File: config.mk
export PLATFORM = sky130hd
export DESIGN_NAME = bus_responder
export DESIGN_NICKNAME = d
export VERILOG_FILES = /design/src/rtl/bus_responder_pkg.sv /design/src/rtl/bus_resp_serializer.sv /design/src/rtl/bus_responder.sv
export SDC_FILE = /design/constraint.sdc
export NUM_CORES = 1
export LEC_CHECK = 0
export ABC_AREA = 1
export CAP_MARGIN = 30
export CORE_MARGIN = 4
export CORE_UTILIZATION = 38
export CTS_BUF_LIST = sky130_fd_sc_hd__clkbuf_4
export CTS_CLUSTER_DIAMETER = 150
export DETAILED_ROUTE_END_ITERATION = 8
export SYNTH_ARGS = -nofsm -noshare
export SYNTH_HDL_FRONTEND = slang
export SYNTH_HIERARCHICAL = 1
export SYNTH_SLANG_ARGS = --single-unit
File: constraint.sdc
create_clock -name clk -period 4.25 [get_ports clk]
set_input_delay 0.425 -clock clk [delete_from_list [all_inputs] [get_ports clk]]
set_output_delay 0.425 -clock clk [all_outputs]
set_load 0.005 [all_outputs]
File: src/rtl/bus_responder_pkg.sv
// Protocol constants shared by the bus responder and the CPU-side requester.
// Message type codes, lane width and the response start symbol.
package bus_responder_pkg;

    localparam int BUS_IO_BITS = 2;

    typedef enum logic [1:0] {
        MSG_NONE       = 2'b00,
        MSG_READ       = 2'b01,
        MSG_WRITE_WORD = 2'b10,
        MSG_WRITE_BYTE = 2'b11
    } msg_e;

    localparam logic [1:0] RX_START_SYM = 2'b01;

    // Byte-write lane select: even address -> low byte, odd -> high byte.
    function automatic logic [1:0] byte_lane(input logic addr_lsb);
        return addr_lsb ? 2'b10 : 2'b01;
    endfunction

endpackage

File: src/rtl/bus_resp_serializer.sv
// Response side: one-entry read buffer, delay counter and the transmit FSM
// that streams the start symbol and the word back on rx, LSB chunk first.
module bus_resp_serializer
    import bus_responder_pkg::*;
#(
    parameter int IO_BITS    = BUS_IO_BITS,
    parameter int DATA_BITS  = 16,
    parameter int READ_DELAY = 2
) (
    input  logic                 clk,
    input  logic                 reset,
    input  logic                 cap_i,
    input  logic [DATA_BITS-1:0] cap_data_i,
    output logic [IO_BITS-1:0]   rx_o,
    output logic                 busy_o,
    output logic                 overrun_o
);

    localparam logic [1:0] TX_IDLE  = 2'd0;
    localparam logic [1:0] TX_WAIT  = 2'd1;
    localparam logic [1:0] TX_START = 2'd2;
    localparam logic [1:0] TX_SEND  = 2'd3;
    localparam int CHUNKS = DATA_BITS / IO_BITS;
    localparam int CNT_W  = 8;

    logic [1:0]           state_q, state_d;
    logic [DATA_BITS-1:0] buf_q, buf_d;
    logic                 valid_q, valid_d;
    logic [3:0]           dly_q, dly_d;
    logic [CNT_W-1:0]     cnt_q, cnt_d;
    logic                 ovr_q, ovr_d;
    logic                 last_send;

    assign last_send = (state_q == TX_SEND) && (cnt_q == CNT_W'(CHUNKS - 1));

    always_comb begin
        state_d = state_q;
        buf_d   = buf_q;
        valid_d = valid_q;
        dly_d   = dly_q;
        cnt_d   = cnt_q;
        ovr_d   = ovr_q;
        case (state_q)
            TX_WAIT: begin
                dly_d = dly_q + 4'd1;
                if (int'(dly_q) == READ_DELAY - 1) state_d = TX_START;
            end
            TX_START: begin
                state_d = TX_SEND;
                cnt_d   = '0;
            end
            TX_SEND: begin
                buf_d = buf_q >> IO_BITS;
                cnt_d = cnt_q + CNT_W'(1);
                if (last_send) begin
                    state_d = TX_IDLE;
                    valid_d = 1'b0;
                end
            end
            default: ;
        endcase
        // A capture on the final send cycle reuses the slot the current response just released.
        if (cap_i) begin
            if (!valid_q || last_send) begin
                buf_d   = cap_data_i;
                valid_d = 1'b1;
                dly_d   = '0;
                state_d = (READ_DELAY == 0) ? TX_START : TX_WAIT;
            end else begin
                ovr_d = 1'b1;
            end
        end
    end

    always_ff @(posedge clk or posedge reset) begin
        if (reset) begin
            state_q <= TX_IDLE;
            buf_q   <= '0;
            valid_q <= 1'b0;
            dly_q   <= '0;
            cnt_q   <= '0;
            ovr_q   <= 1'b0;
        end else begin
            state_q <= state_d;
            buf_q   <= buf_d;
            valid_q <= valid_d;
            dly_q   <= dly_d;
            cnt_q   <= cnt_d;
            ovr_q   <= ovr_d;
        end
    end

    always_comb begin
        rx_o = '0;
        if (state_q == TX_START)     rx_o = IO_BITS'(RX_START_SYM);
        else if (state_q == TX_SEND) rx_o = buf_q[IO_BITS-1:0];
    end

    assign busy_o    = valid_q || (state_q != TX_IDLE);
    assign overrun_o = ovr_q;

endmodule

File: src/rtl/bus_responder.sv
// Memory-side end of the CPU's serial bus: decodes read / write-word /
// write-byte requests, drives the memory port and hands read data to the serializer.
module bus_responder
    import bus_responder_pkg::*;
#(
    parameter int IO_BITS    = BUS_IO_BITS,
    parameter int ADDR_BITS  = 16,
    parameter int DATA_BITS  = 16,
    parameter int READ_DELAY = 2
) (
    input  logic                   clk,
    input  logic                   reset,
    input  logic [IO_BITS-1:0]     tx,
    output logic [IO_BITS-1:0]     rx,
    output logic [ADDR_BITS-1:0]   mem_addr,
    output logic                   mem_re,
    input  logic [DATA_BITS-1:0]   mem_rdata,
    output logic                   mem_we,
    output logic [DATA_BITS-1:0]   mem_wdata,
    output logic [DATA_BITS/8-1:0] mem_be,
    output logic                   busy,
    output logic                   overrun
);

    localparam logic [1:0] RX_IDLE = 2'd0;
    localparam logic [1:0] RX_ADDR = 2'd1;
    localparam logic [1:0] RX_DATA = 2'd2;
    localparam logic [1:0] RX_EXEC = 2'd3;
    localparam int ADDR_CHUNKS = ADDR_BITS / IO_BITS;
    localparam int WORD_CHUNKS = DATA_BITS / IO_BITS;
    localparam int BYTE_CHUNKS = DATA_BITS / 2 / IO_BITS;
    localparam int BE_BITS     = DATA_BITS / 8;
    localparam int CNT_W       = 8;

    logic [1:0]           state_q, state_d;
    msg_e                 msg_q, msg_d;
    logic [CNT_W-1:0]     cnt_q, cnt_d;
    logic [ADDR_BITS-1:0] addr_q, addr_d;
    logic [DATA_BITS-1:0] data_q, data_d;
    logic                 re_q;
    logic                 ser_busy;
    logic                 is_exec;

    // NOTE: every always_comb output gets a default first, so no path can infer a latch.
    always_comb begin
        state_d = state_q;
        msg_d   = msg_q;
        cnt_d   = cnt_q;
        addr_d  = addr_q;
        data_d  = data_q;
        case (state_q)
            RX_IDLE: begin
                if (tx != '0) begin
                    msg_d   = msg_e'(tx[1:0]);
                    cnt_d   = '0;
                    state_d = RX_ADDR;
                end
            end
            RX_ADDR: begin
                addr_d = {tx, addr_q[ADDR_BITS-1:IO_BITS]};
                cnt_d  = cnt_q + CNT_W'(1);
                if (cnt_q == CNT_W'(ADDR_CHUNKS - 1)) begin
                    cnt_d   = '0;
                    state_d = (msg_q == MSG_READ) ? RX_EXEC : RX_DATA;
                end
            end
            RX_DATA: begin
                // A byte payload ends up in the upper half after its shorter shift sequence.
                data_d = {tx, data_q[DATA_BITS-1:IO_BITS]};
                cnt_d  = cnt_q + CNT_W'(1);
                if ((msg_q == MSG_WRITE_WORD && cnt_q == CNT_W'(WORD_CHUNKS - 1)) ||
                    (msg_q == MSG_WRITE_BYTE && cnt_q == CNT_W'(BYTE_CHUNKS - 1)))
                    state_d = RX_EXEC;
            end
            default: state_d = RX_IDLE;
        endcase
    end

    // NOTE: sequential state uses non-blocking assignments so every register samples pre-edge values.
    always_ff @(posedge clk or posedge reset) begin
        if (reset) begin
            state_q <= RX_IDLE;
            msg_q   <= MSG_NONE;
            cnt_q   <= '0;
            addr_q  <= '0;
            data_q  <= '0;
            re_q    <= 1'b0;
        end else begin
            state_q <= state_d;
            msg_q   <= msg_d;
            cnt_q   <= cnt_d;
            addr_q  <= addr_d;
            data_q  <= data_d;
            re_q    <= mem_re;
        end
    end

    assign is_exec   = (state_q == RX_EXEC);
    assign mem_addr  = addr_q;
    assign mem_re    = is_exec && (msg_q == MSG_READ);
    assign mem_we    = is_exec && (msg_q != MSG_READ);
    assign mem_wdata = (msg_q == MSG_WRITE_BYTE) ? {2{data_q[DATA_BITS-1 -: DATA_BITS/2]}} : data_q;

    always_comb begin
        mem_be = '0;
        if (mem_we) mem_be = (msg_q == MSG_WRITE_WORD) ? '1 : BE_BITS'(byte_lane(addr_q[0]));
    end

    bus_resp_serializer #(
        .IO_BITS   (IO_BITS),
        .DATA_BITS (DATA_BITS),
        .READ_DELAY(READ_DELAY)
    ) u_serializer (
        .clk       (clk),
        .reset     (reset),
        .cap_i     (re_q),
        .cap_data_i(mem_rdata),
        .rx_o      (rx),
        .busy_o    (ser_busy),
        .overrun_o (overrun)
    );

    assign busy = (state_q != RX_IDLE) || ser_busy;

endmodule

* After elaboration in Yosys (flattened, before gate mapping)
Cells that the tools add are included.
** Storage, ports and cells
- Input port bits :: 20
- Word-level logic and storage cells :: 83
- Bits in registers :: 77
** Cells by class
- Mux-type cells :: 30
- Bitwise gates (word level) :: 1
- $add $sub $neg :: 3
- Eq/ne operators :: 17
- Reduce and logical (&&, ||, !) cells :: 20
** Operator list (number)
- 16-bit two-way mux :: 3
- 2-bit two-way mux :: 12
- 8-bit two-way mux :: 3
- 8-bit case mux with 3 select lines :: 1
- 8-bit by 1-bit adder with 8-bit output (second input constant) :: 2
- 8-bit by 3-bit equality test with 1-bit output (second input constant) :: 2
- 8-bit case mux with 2 select lines :: 1
- 2-bit equality test (second input constant) :: 6
- 4-bit two-way mux :: 3
- 2-bit case mux with 3 select lines :: 2
- 8-bit by 2-bit equality test with 1-bit output (second input constant) :: 1
- 2-bit nonzero test :: 4
- 2-bit by 1-bit equality test with 1-bit output (second input constant) :: 3
- 2-bit inequality test (second input constant) :: 3
- 2-bit AND reduction :: 3
- 1-bit logical AND :: 5
- 1-bit two-way mux :: 5
- 4-bit by 1-bit adder with 4-bit output (second input constant) :: 1
- 4-bit by 2-bit equality test with 1-bit output (second input constant) :: 1
- 1-bit logical OR :: 4
- 3-bit AND reduction :: 1
- 3-bit nonzero test :: 1
- 2-bit logical NOT :: 1
- 2-bit by 1-bit inequality test with 1-bit output (second input constant) :: 1
- other kinds (2) :: 2

* Logic depth before layout (Yosys ltp)
- Depth in word-level cells :: 6
- Mapped depth :: 9
- Depth with buffers taken out :: 9

* Hierarchy
The synthesis kept the hierarchy.
** Modules (own cells, without submodules)
- bus_responder :: cells an instance 275, area an instance 2284.7 um^2, times used 1
- bus_resp_serializer :: cells an instance 212, area an instance 1676.6 um^2, times used 1

* Worst setup path before layout
OpenSTA, ideal clock, no wires.
- Path type :: register -> output
- From :: register, netlist name state_q[0]
- To :: output port busy
- Cell stages (with the launch flop) :: 5
- Path slack :: 2769 ps
- Buffers on the path :: 0
- Arrival :: 1056 ps
- Required time :: 3825 ps
- Path through :: dfrtp_1 -> inv_1 -> ha_1 -> inv_1 -> or2_2
** RTL lines
- end: declaration :: RTL line bus_responder.sv:21 : output logic busy,

==> reports/qor.json <==
{
  "core_mm2": 0.0102,
  "vias_per_cell": 4.70,
  "wl_per_cell_um": 12.4,
  "post_cts.resized_instances": 0,
  "synth.mux.area_fraction_pct": 0,
  "timing.rr.end": "cnt_q[4]",
  "synth-seq-cells": 77,
  "post-route-period-util_pct": 57.9,
  "track_usage_pct": 14.8,
  "die_area_mm2": 0.0121,
  "yosysTopAreaCellShare_pct": 48.6,
  "worst_setup_hold_path_clk_slew_ns": 0.11,
  "final-max-slew-violation-count": 0,
  "setup_tns_ns": 0,
  "fp.dieH_um": 110,
  "drt_first_pass_iters": 4,
  "cp-start-kind": "register",
  "compound_gate_fraction_of_synth_area_pct": 11.8,
  "peakVddDrop_v": 0.000298,
  "worst_r2r_startpoint": "state_q[0]",
  "tightest_slew_ns": 0.768,
  "first_global_vias": 3137,
  "hold-worst-slack_ns": 0.356,
  "insertion_delay_ns": 0.41,
  "pre_cts_slack_ns": 2.12,
  "hpwl_mm": 6.03,
  "finalHoldViolations": 0,
  "synth_simple_gate_area_share_pct": 25.4,
  "timing.final.crit_period_ns": 2.46,
  "grt_pass1_wl_mm": 14.3,
  "synth.area.top_cells": "sky130_fd_sc_hd__dfrtp_1, sky130_fd_sc_hd__nand2_1, sky130_fd_sc_hd__o21ai_0",
  "htreeDepth": 3,
  "grt_overflow_total": 0,
  "worstSetupStartpoint": "state_q[1]",
  "synth_top_family_by_area": "simple AND/OR/NAND/NOR gates",
  "run_status": "completed",
  "cts_sinks": 77,
  "io_buffer_count": 59,
  "multi_input_comb_area_mm2": 0.00161,
  "fin_util_pct": 46.1,
  "grt_setup_unrepaired": "no",
  "clock_tree.buffer_depth": 2,
  "route.vias.total": 3174,
  "detailedRoute.firstIterationViolations": 135,
  "worst-endpoint-arrival_ns": 2.04,
  "kind_of_end_point_of_the_critical_path": "output pin",
  "power-per-cell-area_mw_per_mm2": 631,
  "r2r.worst_path.cells": 6,
  "flow.area_growth_from_synthesis_pct": 19.2,
  "yosysTopAreaCell": "sky130_fd_sc_hd__dfrtp_1",
  "synth_area_mm2": 0.00396,
  "max_freq_mhz": 406,
  "die_width_um": 110,
  "max_cap_violations": 0,
  "critical_path.max_fanout": 5,
  "grt_max_degree": 46,
  "maxSlewHeadroom_pct": 48.8,
  "finish.net_count": 563,
  "floorplan.initialDensity_pct": 38.7,
  "worst_clock_skew_ns": 0.0130,
  "timing.reg2reg.setup_slack_ns": 2.11,
  "ys_warn_count": 6,
  "fp-row-count": 37,
  "detail-route-antenna-nets": 0,
  "tritoncts": "done",
  "routed_wl_mm": 8.36,
  "timing.hold.worst.class": "in -> async",
  "synth.lib_cells_used.distinct": 35,
  "post-cts-setup-buffer-count": 0,
  "synthesis.area_per_instance_um2": 8.13,
  "post_route_cells_drive_above_1_share_pct": 9.09,
  "critical_path_required_ns": 3.83,
  "fill_cells": 1007,
  "synth_fp_nets": 516,
  "ys_seq_area_share_pct": 48.6,
  "post_synth_inst_count": 487,
  "post_synthesis_xor_xnor_area_fraction_pct": 0.663,
  "critPathKind": "reg -> out",
  "leakage_nw": 2.20,
  "boundaryPins": 60,
  "n_antenna_cell": 0,
  "finalPower_w": 0.00298,
  "finalWorstSetupSlack_ns": 1.79,
  "synth_adder_area_share_pct": 2.84,
  "timing.final.setup_violations": 0,
  "tritoncts.num_buffers": 9,
  "ff_latch_area_mm2": 0.00193,
  "clock_tree.root_cell": "sky130_fd_sc_hd__clkbuf_4",
  "gp_congestion": 0.767,
  "cts.hold.buffers_added": 0,
  "antenna_found_initial": 0,
  "drcViolationCount": 0
}
flip-flops by register name, summed over array words and instances, names as in the netlist, 2 cells and up:
| signal | count |
|---|---|
| msg_q | 2 |
| u_serializer/dly_q | 4 |
| mem_addr | 16 |
| u_serializer/cnt_q | 8 |
| data_q | 16 |
| u_serializer/buf_q | 16 |
| state_q | 2 |
| u_serializer/state_q | 2 |
| cnt_q | 8 |
synthesized netlist by cell type:
master,count
sky130_fd_sc_hd__nor3_2,1
sky130_fd_sc_hd__o21ai_1,4
sky130_fd_sc_hd__o22ai_1,3
sky130_fd_sc_hd__a21oi_2,4
sky130_fd_sc_hd__buf_6,3
sky130_fd_sc_hd__nor2_2,3
sky130_fd_sc_hd__o21bai_1,2
sky130_fd_sc_hd__ha_1,9
sky130_fd_sc_hd__dfrtp_1,77
sky130_fd_sc_hd__inv_4,1
sky130_fd_sc_hd__nor2_1,19
sky130_fd_sc_hd__or2_2,1
sky130_fd_sc_hd__inv_1,63
sky130_fd_sc_hd__inv_2,4
sky130_fd_sc_hd__buf_2,9
sky130_fd_sc_hd__nand2_2,3
sky130_fd_sc_hd__nand3_4,2
sky130_fd_sc_hd__clkbuf_2,1
sky130_fd_sc_hd__xnor2_1,1
sky130_fd_sc_hd__a21oi_1,13
sky130_fd_sc_hd__nand2_4,5
sky130_fd_sc_hd__nand4_1,4
sky130_fd_sc_hd__nand3b_1,1
sky130_fd_sc_hd__clkbuf_1,3
sky130_fd_sc_hd__xor2_1,2
sky130_fd_sc_hd__nor3_1,4
sky130_fd_sc_hd__nand3_2,5
sky130_fd_sc_hd__buf_4,9
sky130_fd_sc_hd__nand3_1,27
sky130_fd_sc_hd__o21ai_0,57
sky130_fd_sc_hd__nand2_1,141
sky130_fd_sc_hd__a22o_1,1
sky130_fd_sc_hd__o211ai_1,2
sky130_fd_sc_hd__nor2_4,2
sky130_fd_sc_hd__a31oi_1,1
layout make-up:
cell class	count	share of cell area (%)
repair buffers	61	13.1
flip-flops and latches	77	40.8
well taps	136	3.60
clock buffers	11	1.75
clock inverters	5	1.09
inverters	68	5.46
multi-input cells	317	34.2
placed cells by master, fill, tap and decap left out, types with 2 or more instances in the layout:
| master | Yosys | routed |
|---|---|---|
| sky130_fd_sc_hd__nor2_1 | 19 | 19 |
| sky130_fd_sc_hd__inv_2 | 4 | 5 |
| sky130_fd_sc_hd__dfrtp_1 | 77 | 77 |
| sky130_fd_sc_hd__o21ai_0 | 57 | 57 |
| sky130_fd_sc_hd__nand2_1 | 141 | 141 |
| sky130_fd_sc_hd__clkinv_2 | 0 | 2 |
| sky130_fd_sc_hd__nor2_2 | 3 | 3 |
| sky130_fd_sc_hd__o211ai_1 | 2 | 2 |
| sky130_fd_sc_hd__o21ai_1 | 4 | 4 |
| sky130_fd_sc_hd__nand3_4 | 2 | 2 |
| sky130_fd_sc_hd__nand4_1 | 4 | 4 |
| sky130_fd_sc_hd__nor2_4 | 2 | 2 |
| sky130_fd_sc_hd__nor3_1 | 4 | 4 |
| sky130_fd_sc_hd__ha_1 | 9 | 9 |
| sky130_fd_sc_hd__a21oi_2 | 4 | 4 |
| sky130_fd_sc_hd__nand3_2 | 5 | 5 |
| sky130_fd_sc_hd__nand2_4 | 5 | 5 |
| sky130_fd_sc_hd__nand3_1 | 27 | 27 |
| sky130_fd_sc_hd__xor2_1 | 2 | 2 |
| sky130_fd_sc_hd__o21bai_1 | 2 | 2 |
| sky130_fd_sc_hd__clkbuf_4 | 0 | 11 |
| sky130_fd_sc_hd__nand2_2 | 3 | 3 |
| sky130_fd_sc_hd__clkdlybuf4s50_1 | 0 | 59 |
| sky130_fd_sc_hd__a21oi_1 | 13 | 13 |
| sky130_fd_sc_hd__o22ai_1 | 3 | 3 |
| sky130_fd_sc_hd__inv_1 | 63 | 62 |
report_power, final:
part	total (W)	switching (W)	internal, W	leakage (nW)
sequential	0.00120	0.000215	0.000982	1.00
clock	0.000423	0.000234	0.000189	0.0743
combinational	0.00136	0.000778	0.000583	1.13
total	0.00298	0.00123	0.00175	2.20
metal layers:
metal / wire (um) / global-route usage (%) / vias up
li1: - / - / 1624
met1: 3650 / 17.9 / 1494
met2: 4280 / 26.4 / 45
met3: 315 / 4.02 / 11
met4: 113 / 3.17 / 0
met5: 0 / 0 / -
worst max path at each step:
stage / endpoint / slack [ns] / cells past startpoint
6_report: busy / 1.79 / 5
5_1_grt: busy / 1.65 / 5
4_1_cts: busy / 1.75 / 5
3_5_place_dp: cnt_q[4] / 2.12 / 6
3_3_place_gp: cnt_q[4] / 2.20 / 6
2_1_floorplan: cnt_q[0] / 2.77 / 1
kinds of logic (layout without fill, tap and decap cells):
| logic type | after synthesis | count (layout) |
|---|---|---|
| AND/OR/NAND/NOR | 218 | 218 |
| buffers and inverters | 93 | 145 |
| AO/OA/AOI/OAI | 87 | 87 |
| flip-flops | 77 | 77 |
| adder cells (fa/ha/maj) | 9 | 9 |
| XOR/XNOR | 3 | 3 |
critical path, cell delays in order (launching register included):
cell	delay [ns]
sky130_fd_sc_hd__dfrtp_1	0.46
sky130_fd_sc_hd__inv_1	0.11
sky130_fd_sc_hd__ha_1	0.23
sky130_fd_sc_hd__inv_1	0.10
sky130_fd_sc_hd__or2_2	0.28
sky130_fd_sc_hd__clkdlybuf4s50_1	0.46
per-stage QoR:
stage,cell area (um2),std cells
floorplan,3960,487
global placement,4570,658
detailed placement,4570,658
CTS,4700,674
global route,4720,675
finish,4720,675
No activity file was read; power rests on OpenSTA's default activity.
